`src/rtl/sparse_pos_buffer_if.sv`:
```
// Handshake bundle between the position loader, sparse_pos_buffer and the multiplier core.
// The slave modport is the buffer side; the master modport is the controller/consumer side.
interface sparse_pos_buffer_if #(
    parameter int unsigned LOGW  = 15,
    parameter int unsigned LOGMW = 7
);
    logic             clear_i;
    logic             wr_valid_i;
    logic [LOGW-1:0]  wr_pos_i;
    logic             wr_ready_o;
    logic             seal_i;
    logic             rd_start_i;
    logic             rd_valid_o;
    logic             rd_ready_i;
    logic [LOGW-1:0]  rd_pos_o;
    logic             rd_dummy_o;
    logic             rd_last_o;
    logic [LOGMW-1:0] count_o;
    logic             busy_o;
    logic             err_o;

    modport master (
        output clear_i, wr_valid_i, wr_pos_i, seal_i, rd_start_i, rd_ready_i,
        input  wr_ready_o, rd_valid_o, rd_pos_o, rd_dummy_o, rd_last_o, count_o, busy_o, err_o
    );

    modport slave (
        input  clear_i, wr_valid_i, wr_pos_i, seal_i, rd_start_i, rd_ready_i,
        output wr_ready_o, rd_valid_o, rd_pos_o, rd_dummy_o, rd_last_o, count_o, busy_o, err_o
    );
endinterface

```
`src/rtl/sparse_pos_buffer.sv`:
```
// Position buffer for the sparse multiplier: loads real positions, pads with flagged LFSR
// dummies to a fixed weight, then streams the set from a pseudo-random rotation offset.
module sparse_pos_buffer #(
    parameter int unsigned MAX_WEIGHT = 75,
    parameter int unsigned N          = 17669,
    parameter int unsigned LOGW       = 15,
    parameter bit          DUMMY_EN   = 1'b1,
    parameter logic [15:0] SEED       = 16'hACE1,
    parameter int unsigned LOGMW      = $clog2(MAX_WEIGHT + 1)
) (
    input logic                clk,
    input logic                rst_n,
    sparse_pos_buffer_if.slave bus
);
    typedef enum logic [1:0] {LOAD, PAD, READY, STREAM} state_t;

    localparam logic [LOGMW-1:0] MW  = LOGMW'(MAX_WEIGHT);
    localparam logic [LOGW:0]    N_W = (LOGW + 1)'(N);

    state_t           state;
    logic [LOGW:0]    mem [MAX_WEIGHT];
    logic [LOGMW-1:0] total, count, idx, remaining;
    logic [15:0]      lfsr;
    logic             rd_valid, err;
    logic [LOGW:0]    rd_entry;

    logic [15:0]      lfsr_next;
    logic [LOGW:0]    rnd;
    logic [LOGW-1:0]  dummy_pos;
    logic             wr_acc, mem_we, xfer;
    logic [LOGW:0]    mem_wdata;
    logic [LOGMW-1:0] total_nxt, offset, idx_nxt;

    always_comb begin
        lfsr_next = {1'b0, lfsr[15:1]} ^ (lfsr[0] ? 16'hB400 : 16'h0000);
        // Single conditional subtract folds [N, 2**LOGW) back into range since 2**LOGW <= 2*N.
        rnd       = {1'b0, lfsr[LOGW-1:0]};
        dummy_pos = (rnd >= N_W) ? LOGW'(rnd - N_W) : rnd[LOGW-1:0];
        wr_acc    = (state == LOAD) && bus.wr_valid_i && (total < MW) && !bus.clear_i;
        total_nxt = total + (wr_acc ? LOGMW'(1) : '0);
        mem_we    = wr_acc || ((state == PAD) && !bus.clear_i);
        mem_wdata = (state == PAD) ? {1'b1, dummy_pos} : {1'b0, bus.wr_pos_i};
        offset    = (lfsr[LOGMW-1:0] < total) ? lfsr[LOGMW-1:0] : '0;
        idx_nxt   = (idx == total - LOGMW'(1)) ? '0 : idx + LOGMW'(1);
        xfer      = rd_valid && bus.rd_ready_i;
    end

    always_ff @(posedge clk) begin
        if (mem_we) mem[total] <= mem_wdata;
    end

    always_ff @(posedge clk or negedge rst_n) begin
        if (!rst_n) begin
            state     <= LOAD;
            total     <= '0;
            count     <= '0;
            idx       <= '0;
            remaining <= '0;
            lfsr      <= SEED;
            rd_valid  <= 1'b0;
            rd_entry  <= '0;
            err       <= 1'b0;
        end else if (bus.clear_i) begin
            state     <= LOAD;
            total     <= '0;
            count     <= '0;
            remaining <= '0;
            rd_valid  <= 1'b0;
            err       <= 1'b0;
        end else begin
            case (state)
                LOAD: begin
                    if ((bus.wr_valid_i && (total == MW)) || bus.rd_start_i) err <= 1'b1;
                    if (wr_acc) begin
                        total <= total_nxt;
                        count <= count + LOGMW'(1);
                    end
                    if (bus.seal_i) state <= (DUMMY_EN && (total_nxt < MW)) ? PAD : READY;
                end
                PAD: begin
                    if (bus.wr_valid_i || bus.seal_i || bus.rd_start_i) err <= 1'b1;
                    lfsr  <= lfsr_next;
                    total <= total + LOGMW'(1);
                    if (total == MW - LOGMW'(1)) state <= READY;
                end
                READY: begin
                    if (bus.wr_valid_i || bus.seal_i) err <= 1'b1;
                    if (bus.rd_start_i) begin
                        if (total == '0) begin
                            err <= 1'b1;
                        end else begin
                            idx       <= offset;
                            remaining <= total;
                            rd_entry  <= mem[offset];
                            rd_valid  <= 1'b1;
                            lfsr      <= lfsr_next;
                            state     <= STREAM;
                        end
                    end
                end
                STREAM: begin
                    if (bus.wr_valid_i || bus.seal_i || bus.rd_start_i) err <= 1'b1;
                    if (xfer) begin
                        if (remaining == LOGMW'(1)) begin
                            rd_valid <= 1'b0;
                            state    <= READY;
                        end else begin
                            idx       <= idx_nxt;
                            remaining <= remaining - LOGMW'(1);
                            rd_entry  <= mem[idx_nxt];
                        end
                    end
                end
                default: state <= LOAD;
            endcase
        end
    end

    assign bus.wr_ready_o = (state == LOAD) && (total < MW);
    assign bus.rd_valid_o = rd_valid;
    assign bus.rd_pos_o   = rd_entry[LOGW-1:0];
    assign bus.rd_dummy_o = rd_valid && rd_entry[LOGW];
    assign bus.rd_last_o  = rd_valid && (remaining == LOGMW'(1));
    assign bus.count_o    = count;
    assign bus.busy_o     = (state == PAD) || (state == STREAM);
    assign bus.err_o      = err;
endmodule
```
`src/flat_wrapper.sv`:
```
// flat-port wrapper written by rule: the top's interface ports become plain ports
module sparse_pos_buffer_flat 
#(
    parameter int unsigned MAX_WEIGHT = 75,
    parameter int unsigned N          = 17669,
    parameter int unsigned LOGW       = 15,
    parameter bit          DUMMY_EN   = 1'b1,
    parameter logic [15:0] SEED       = 16'hACE1,
    parameter int unsigned LOGMW      = $clog2(MAX_WEIGHT + 1)
)
  (clk, rst_n, bus_clear_i, bus_wr_valid_i, bus_wr_pos_i, bus_seal_i, bus_rd_start_i, bus_rd_ready_i, bus_wr_ready_o, bus_rd_valid_o, bus_rd_pos_o, bus_rd_dummy_o, bus_rd_last_o, bus_count_o, bus_busy_o, bus_err_o);
  sparse_pos_buffer_if #(.LOGW(LOGW), .LOGMW(LOGMW)) bus_i ();
  input logic clk;
  input logic rst_n;
  input wire logic [$bits(bus_i.clear_i)-1:0] bus_clear_i;
  input wire logic [$bits(bus_i.wr_valid_i)-1:0] bus_wr_valid_i;
  input wire logic [$bits(bus_i.wr_pos_i)-1:0] bus_wr_pos_i;
  input wire logic [$bits(bus_i.seal_i)-1:0] bus_seal_i;
  input wire logic [$bits(bus_i.rd_start_i)-1:0] bus_rd_start_i;
  input wire logic [$bits(bus_i.rd_ready_i)-1:0] bus_rd_ready_i;
  output wire logic [$bits(bus_i.wr_ready_o)-1:0] bus_wr_ready_o;
  output wire logic [$bits(bus_i.rd_valid_o)-1:0] bus_rd_valid_o;
  output wire logic [$bits(bus_i.rd_pos_o)-1:0] bus_rd_pos_o;
  output wire logic [$bits(bus_i.rd_dummy_o)-1:0] bus_rd_dummy_o;
  output wire logic [$bits(bus_i.rd_last_o)-1:0] bus_rd_last_o;
  output wire logic [$bits(bus_i.count_o)-1:0] bus_count_o;
  output wire logic [$bits(bus_i.busy_o)-1:0] bus_busy_o;
  output wire logic [$bits(bus_i.err_o)-1:0] bus_err_o;
  assign bus_i.clear_i = bus_clear_i;
  assign bus_i.wr_valid_i = bus_wr_valid_i;
  assign bus_i.wr_pos_i = bus_wr_pos_i;
  assign bus_i.seal_i = bus_seal_i;
  assign bus_i.rd_start_i = bus_rd_start_i;
  assign bus_i.rd_ready_i = bus_rd_ready_i;
  assign bus_wr_ready_o = bus_i.wr_ready_o;
  assign bus_rd_valid_o = bus_i.rd_valid_o;
  assign bus_rd_pos_o = bus_i.rd_pos_o;
  assign bus_rd_dummy_o = bus_i.rd_dummy_o;
  assign bus_rd_last_o = bus_i.rd_last_o;
  assign bus_count_o = bus_i.count_o;
  assign bus_busy_o = bus_i.busy_o;
  assign bus_err_o = bus_i.err_o;
  sparse_pos_buffer #(.MAX_WEIGHT(MAX_WEIGHT), .N(N), .LOGW(LOGW), .DUMMY_EN(DUMMY_EN), .SEED(SEED), .LOGMW(LOGMW)) u_core (.clk(clk), .rst_n(rst_n), .bus(bus_i));
endmodule
```
`config.mk`:
```
export PLATFORM = sky130hd
export DESIGN_NAME = sparse_pos_buffer_flat
export DESIGN_NICKNAME = d
export VERILOG_FILES = /design/src/rtl/sparse_pos_buffer_if.sv /design/src/rtl/sparse_pos_buffer.sv /design/src/flat_wrapper.sv
export SDC_FILE = /design/constraint.sdc
export NUM_CORES = 2
export LEC_CHECK = 0
export CAP_MARGIN = 20
export CORE_UTILIZATION = 45
export CTS_CLUSTER_SIZE = 30
export DETAILED_ROUTE_END_ITERATION = 10
export HOLD_SLACK_MARGIN = 0.02
export PLACE_DENSITY_LB_ADDON = 0.05
export SLEW_MARGIN = 10
export SYNTH_ARGS = -nofsm -noshare
export SYNTH_HDL_FRONTEND = slang
export SYNTH_SLANG_ARGS = --single-unit
```
`constraint.sdc`:
```
create_clock -name clk -period 5.5 [get_ports clk]
set_input_delay 0.825 -clock clk [delete_from_list [all_inputs] [get_ports clk]]
set_output_delay 0.825 -clock clk [all_outputs]
set_load 0.02 [all_outputs]
```
# Yosys cells after proc, flatten, opt, wreduce, memory -nomap -nowiden

Memories as Yosys holds them, arrays and structs flattened.
Cells that the tools add are included.

Register bits: 64
Bits in latches: 0
Bits in writable memories: 1200
Memory bits (read-only): 0
Bits of input ports: 22
Output and inout port bits: 28
Memories kept: 1

Memory list:

| memory     | words | bits a word | read ports | clocked after memory_dff | write ports | RTL line                | source |
|---|---|---|---|---|---|---|---|
| u_core.mem | 75    | 16          | 2          | 0                        | 1           | sparse_pos_buffer.sv:21 | `logic [LOGW:0] mem [MAX_WEIGHT];` |

Add/sub/neg operators: 7
Multipliers: 0
Divide/modulo/power cells: 0
Order comparisons: 4
Eq/ne operators: 21
Shift-type cells: 0
Multiplexer cells: 55
Bitwise operators: 2
Reductions and logical operators: 32

Operators by type and width:

| kind                     | number |
|---|---|
| $mux W16                 | 8 |
| $mux W7                  | 16 |
| $pmux W16 S2             | 2 |
| $pmux W7 S2              | 3 |
| $add A7 B1 Y7 const B    | 3 |
| $mux W2                  | 8 |
| $xor A15 B16 Y16         | 1 |
| $ge A15 B15 Y1 const B   | 1 |
| $mux W15                 | 1 |
| $ne A3 B2 Y1 const B     | 5 |
| $sub A15 B15 Y15 const B | 1 |
| $eq A7 B7 Y1 const B     | 2 |
| $lt A7 B7 Y1 const B     | 2 |
| $mux W1                  | 14 |
| $sub A7 B1 Y7 const B    | 2 |
| $ne A3 B3 Y1 const B     | 4 |
| $reduce_and A6 Y1        | 2 |
| $reduce_and A5 Y1        | 2 |
| $logic_and A1 B1 Y1      | 9 |
| $pmux W2 S4              | 1 |
| $reduce_bool A2 Y1       | 4 |
| $add A7 B7 Y7            | 1 |
| $eq A7 B1 Y1 const B     | 1 |
| $eq A7 B7 Y1             | 1 |
| 17 further kinds         | 27 |

# Depth between registers and ports, before layout

Depth in word-level cells: 11
Gate-level depth with buffers: 17
Mapped depth without buffers: 17

# Worst setup path after synthesis

OpenSTA, ideal clock, no wires.

Path kind: register to register
Start: reg u_core.state[1]
End: mem u_core.mem[0][14] in the netlist's numbering, data pin
Setup time: 0.787 ns
Data arrival time: 4.835 ns
Data required time: 4.713 ns
Slack: -0.122 ns
Stages on the path, launching flop included: 7
Cell sequence: dfrtp_1 -> inv_1 -> ha_1 -> clkbuf_1 -> clkbuf_1 -> clkbuf_1 -> o21ai_0

Word-level cells in the longest chain between the ends: 2

Ends and longest elaborated chain:

| item                           | RTL line                | source |
|---|---|---|
| from (decl)                    | sparse_pos_buffer.sv:20 | `state_t state;` |
| from (signal assigned)         | sparse_pos_buffer.sv:78 | `if (bus.seal_i) state <= (DUMMY_EN && (total_nxt < MW)) ? PAD : READY;` |
| $eq A2 B1 Y1                   | sparse_pos_buffer.sv:42 | `mem_wdata = (state == PAD) ? {1'b1, dummy_pos} : {1'b0, bus.wr_pos_i};` |
| $mux W16                       | sparse_pos_buffer.sv:42 |  |
| named net u_core.mem_wdata[14] | sparse_pos_buffer.sv:31 | `logic [LOGW:0] mem_wdata;` |
| to (decl)                      | sparse_pos_buffer.sv:21 |  |

The timed path passes the listed nets, and every way through them passes these cells.

# Worst setup path after layout

Start: reg u_core.total[0]
End: reg u_core.rd_entry[7]

Word-level cells in the longest chain between the ends: 7
Elaborated cells between the ends (all ways): 14

Ends and longest elaborated chain:

| item                   | RTL line                 | source |
|---|---|---|
| from (decl)            | sparse_pos_buffer.sv:22  | `logic [LOGMW-1:0] total, count, idx, remaining;` |
| from (signal assigned) | sparse_pos_buffer.sv:75  | `total <= total_nxt;` |
| from (signal assigned) | sparse_pos_buffer.sv:83  | `total <= total + LOGMW'(1);` |
| $sub A7 B1 Y7          | sparse_pos_buffer.sv:44  | `idx_nxt = (idx == total - LOGMW'(1)) ? '0 : idx + LOGMW'(1);` |
| $eq A7 B7 Y1           | sparse_pos_buffer.sv:44  |  |
| $mux W7                | sparse_pos_buffer.sv:44  |  |
| $mem_v2 Z75 W16        | --                       |  |
| $mux W16               | sparse_pos_buffer.sv:104 | `if (remaining == LOGMW'(1)) begin` |
| $mux W16               | sparse_pos_buffer.sv:103 | `if (xfer) begin` |
| $pmux W16 S2           | sparse_pos_buffer.sv:71  | `case (state)` |
| to (signal assigned)   | sparse_pos_buffer.sv:94  | `rd_entry <= mem[offset];` |
| to (signal assigned)   | sparse_pos_buffer.sv:110 | `rd_entry <= mem[idx_nxt];` |
| to (decl)              | sparse_pos_buffer.sv:25  | `logic [LOGW:0] rd_entry;` |

Several ways; a longest one is shown, not always the timed one. The select of a mux whose other input is x is not followed.
A chain may end at the register's enable or synchronous reset.

==> results.yml <==
sta:
  fmax_mhz: 191.6
  setup_viol: 0
  maxSlewHeadroom_pct: 14.85
  finalCritPeriodShare_pct: 94.91
  setup_tns_ps: 0
  setup_ws_ps: 280.1
  worst_pin_slew_ps: 1268
  skew_ps: 44.53
  final_max_slew_viol_count: 0
  rsz0062_at_grt: "false"
  min_period_ps: 5220
  hold_ws_ps: 534.6
  final_hold_viol_count: 0
synthesis:
  yosys.cell_count.top_type: "edfxtp_1"
  yosysTopAreaCell: "edfxtp_1"
  synth-seq-cells: 1264
  syn_area_mm2: 0.06320
  syn-num-nets: 5154
  synth.avg_cell_area_um2: 12.37
  synth_edf_count: 1200
  yosysUniqueCellTypes: 96
  async_reset_ff_share_pct: 5.063
  synth_top_area_share_pct: 57.02
  synthTopCellsByCount: "1200 x edfxtp_1, 431 x nor2_1, 360 x nand2_1, 348 x a21oi_1, 314 x mux2i_1"
  synth.yosys.seq_area_share_pct: 59.56
  postSynthCellCount: 5109
  yosys_warnings: 0
  dominantRegCellSynth: "edfxtp_1"
  synth.area.top_cells: "edfxtp_1 57%, mux2i_1 5.0%, mux4_2 3.3%, a21oi_1 2.8%, mux2_2 2.7%"
worst_hold_path:
  hold_depth: 2
  hp-class: "reg2reg"
cells_and_area:
  fill_cells: 11920
  seq_area_mm2: 0.03766
  layout-drive-gt1-share_pct: 18.35
  finalNonFillerCells: 7209
  area_growth_pct: 14.92
  nNetsFinal: 5266
  multi_input_area_mm2: 0.02417
drt:
  post_drt_wl_per_cell_um: 40.01
  drt-total-wl_um: 288500
  ant_nets: 0
  via_per_inst: 7.079
  routed-via-count: 51030
  firstDrtPassIters: 7
  drt_first_iter_violations: 9297
  drc: 0
cts:
  clock-sinks: 1264
  ctsResizeCount: 0
  htree_levels: 4
  cts_tree: "built"
  cts_buffers: 143
  cts_max_path_buffers: 3
  cts_root_buf: "clkbuf_16"
  clk_pin_slew_worst_paths_ps: 70
  post-cts-setup-buffers: 0
  insertion_delay_ps: 820
placement:
  dp.cells: 6951
  post-place-ws_ps: 495.7
  routabilityCongestion: 1.060
  port_buffers: 49
  dpl.hpwl_um: 192700
grt:
  grt_usage_pct: 39.99
  antenna_found_initial: 16
  grt_max_degree: 104
  top_usage_layer: "met1"
  met2_usage_pct: 53.20
  grt_pass1_wl_um: 391600
  grt_overflow_total: 0
  grt_pass1_vias: 46180
  grtUsageMet1_pct: 58.23
  grt.met3_usage_pct: 15.21
worst_setup_path:
  setup.worst_path.end: "u_core.rd_entry[7]"
  end_kind: "flip-flop"
  worstPathArrival_ps: 5920
  cp.required_ps: 6200
  cp_max_fo: 26
  path_class: "reg2reg"
  r2r_cells: 12
  cp-startpoint: "u_core.total[0]"
  start_kind: "flip-flop"
  reg2reg_slack_ps: 280
  reg2reg_from: "u_core.total[0]"
  reg2reg_to: "u_core.rd_entry[7]"
die:
  die_height_um: 376.8
  placementRows: 137
  initial_core_util_pct: 45.35
  coreArea_mm2: 0.1394
  design.die.area_mm2: 0.1420
  boundaryPins: 50
  dieWidth_um: 376.8
run_status:
  status: "completed"
power_and_ir_drop:
  ir_drop_mv: 0.5558
  power.density_mw_per_mm2: 623.5
  p_leak_nw: 23.35
job:
  maxCapViolations: 0
-- final cells by class --
class	count	area share [%]
Antenna cell	4	0.01378
Clock inverter	74	1.108
Sequential cell	1264	51.86
Timing Repair Buffer	411	5.051
Clock buffer	179	5.268
Tap cell	1876	3.232
Inverter	36	0.1895
Multi-Input combinational cell	3365	33.28
-- cell usage in the layout, fill, tap and decap left out, types with 27 or more instances in the layout --
master           instances
edfxtp_1              1200
nor2_1                 389
nand2_1                360
a21oi_1                335
buf_4                  324
mux2i_1                314
o21ai_0                291
mux2_2                 151
clkbuf_16              145
o22ai_1                134
nand3_1                105
o221ai_1               103
o211ai_1                99
mux4_2                  93
a211oi_1                83
nor3_1                  81
a31oi_1                 58
dfrtp_1                 52
clkdlybuf4s50_1         48
nor2_2                  37
buf_12                  37
or3_1                   34
o2111ai_1               33
a221oi_1                32
a311oi_1                32
inv_1                   30
nand2b_1                30
nor2b_1                 28
o31ai_1                 28
xnor2_1                 27
clkbuf_1                27
-- report_power, final --
part | internal (mW) | leakage (nW) | total (mW) | switching [mW]
Sequential | 12.0 | 11.6 | 12.3 | 0.363
Clock | 5.45 | 2.24 | 9.64 | 4.19
Combinational | 6.42 | 9.51 | 23.3 | 16.9
-- stage by stage --
| stage | power, mW | utilization, % | area, um^2 |
|---|---|---|---|
| final | 45.29 | 52.12 | 72630 |
| after global placement | 34.62 | 48.76 | 67950 |
| after CTS | 44.15 | 52.11 | 72620 |
| after floorplan | 23.49 | - | 63200 |
| after global routing | 45.71 | 52.11 | 72620 |
| after detailed placement | 34.58 | 48.78 | 67980 |
-- cell families after synthesis --
| family | after synthesis | share of synthesized area [%] |
|---|---|---|
| AO/OA/AOI/OAI | 1545 | 16.63 |
| XOR/XNOR | 45 | 0.7246 |
| adder cells (fa/ha/maj) | 23 | 0.4553 |
| buffers and inverters | 480 | 3.185 |
| flip-flops | 1264 | 59.56 |
| multiplexers | 559 | 11.00 |
| AND/OR/NAND/NOR | 1193 | 8.441 |
-- flip-flops by register name (all words and copies together) (netlist names) --
signal / cells
u_core.rd_entry: 16
u_core.mem: 1200
u_core.remaining: 7
u_core.bus.count_o: 7
u_core.bus.err_o: 1
u_core.lfsr: 16
u_core.idx: 7
u_core.state: 2
u_core.total: 7
u_core.bus.rd_valid_o: 1
-- per-layer routing --
metal,vias to the layer above,share of wire [%]
li1,20460,-
met1,25860,41
met2,4164,40
met3,542,15
met4,12,4.3
met5,-,0.022
-- critical path, cell delays in order, from the launching register on --
cell,delay [ps]
dfrtp_1,380
inv_1,170
ha_1,330
xnor2_1,100
nor2_1,280
o31a_4,510
o31a_2,890
buf_4,400
o22ai_1,110
o31ai_1,890
a32oi_1,470
and4_1,370
o211ai_1,160
-- timing repair --
action | in CTS | in global routing
endpoints found under the hold margin | 3 | 0
hold buffers | 1 | 0
setup endpoints to repair | 0 | 0
-- worst min-delay path by stage --
stage	start	endpoint	slack [ps]
2_1_floorplan	u_core.rd_entry[15]	u_core.rd_entry[15]	450
3_3_place_gp	u_core.remaining[1]	u_core.remaining[1]	530
3_5_place_dp	u_core.remaining[1]	u_core.remaining[1]	530
4_1_cts	u_core.remaining[1]	u_core.remaining[1]	540
5_1_grt	u_core.lfsr[13]	u_core.lfsr[13]	570
6_report	u_core.remaining[1]	u_core.remaining[1]	530
No activity file was read; power rests on OpenSTA's default activity.
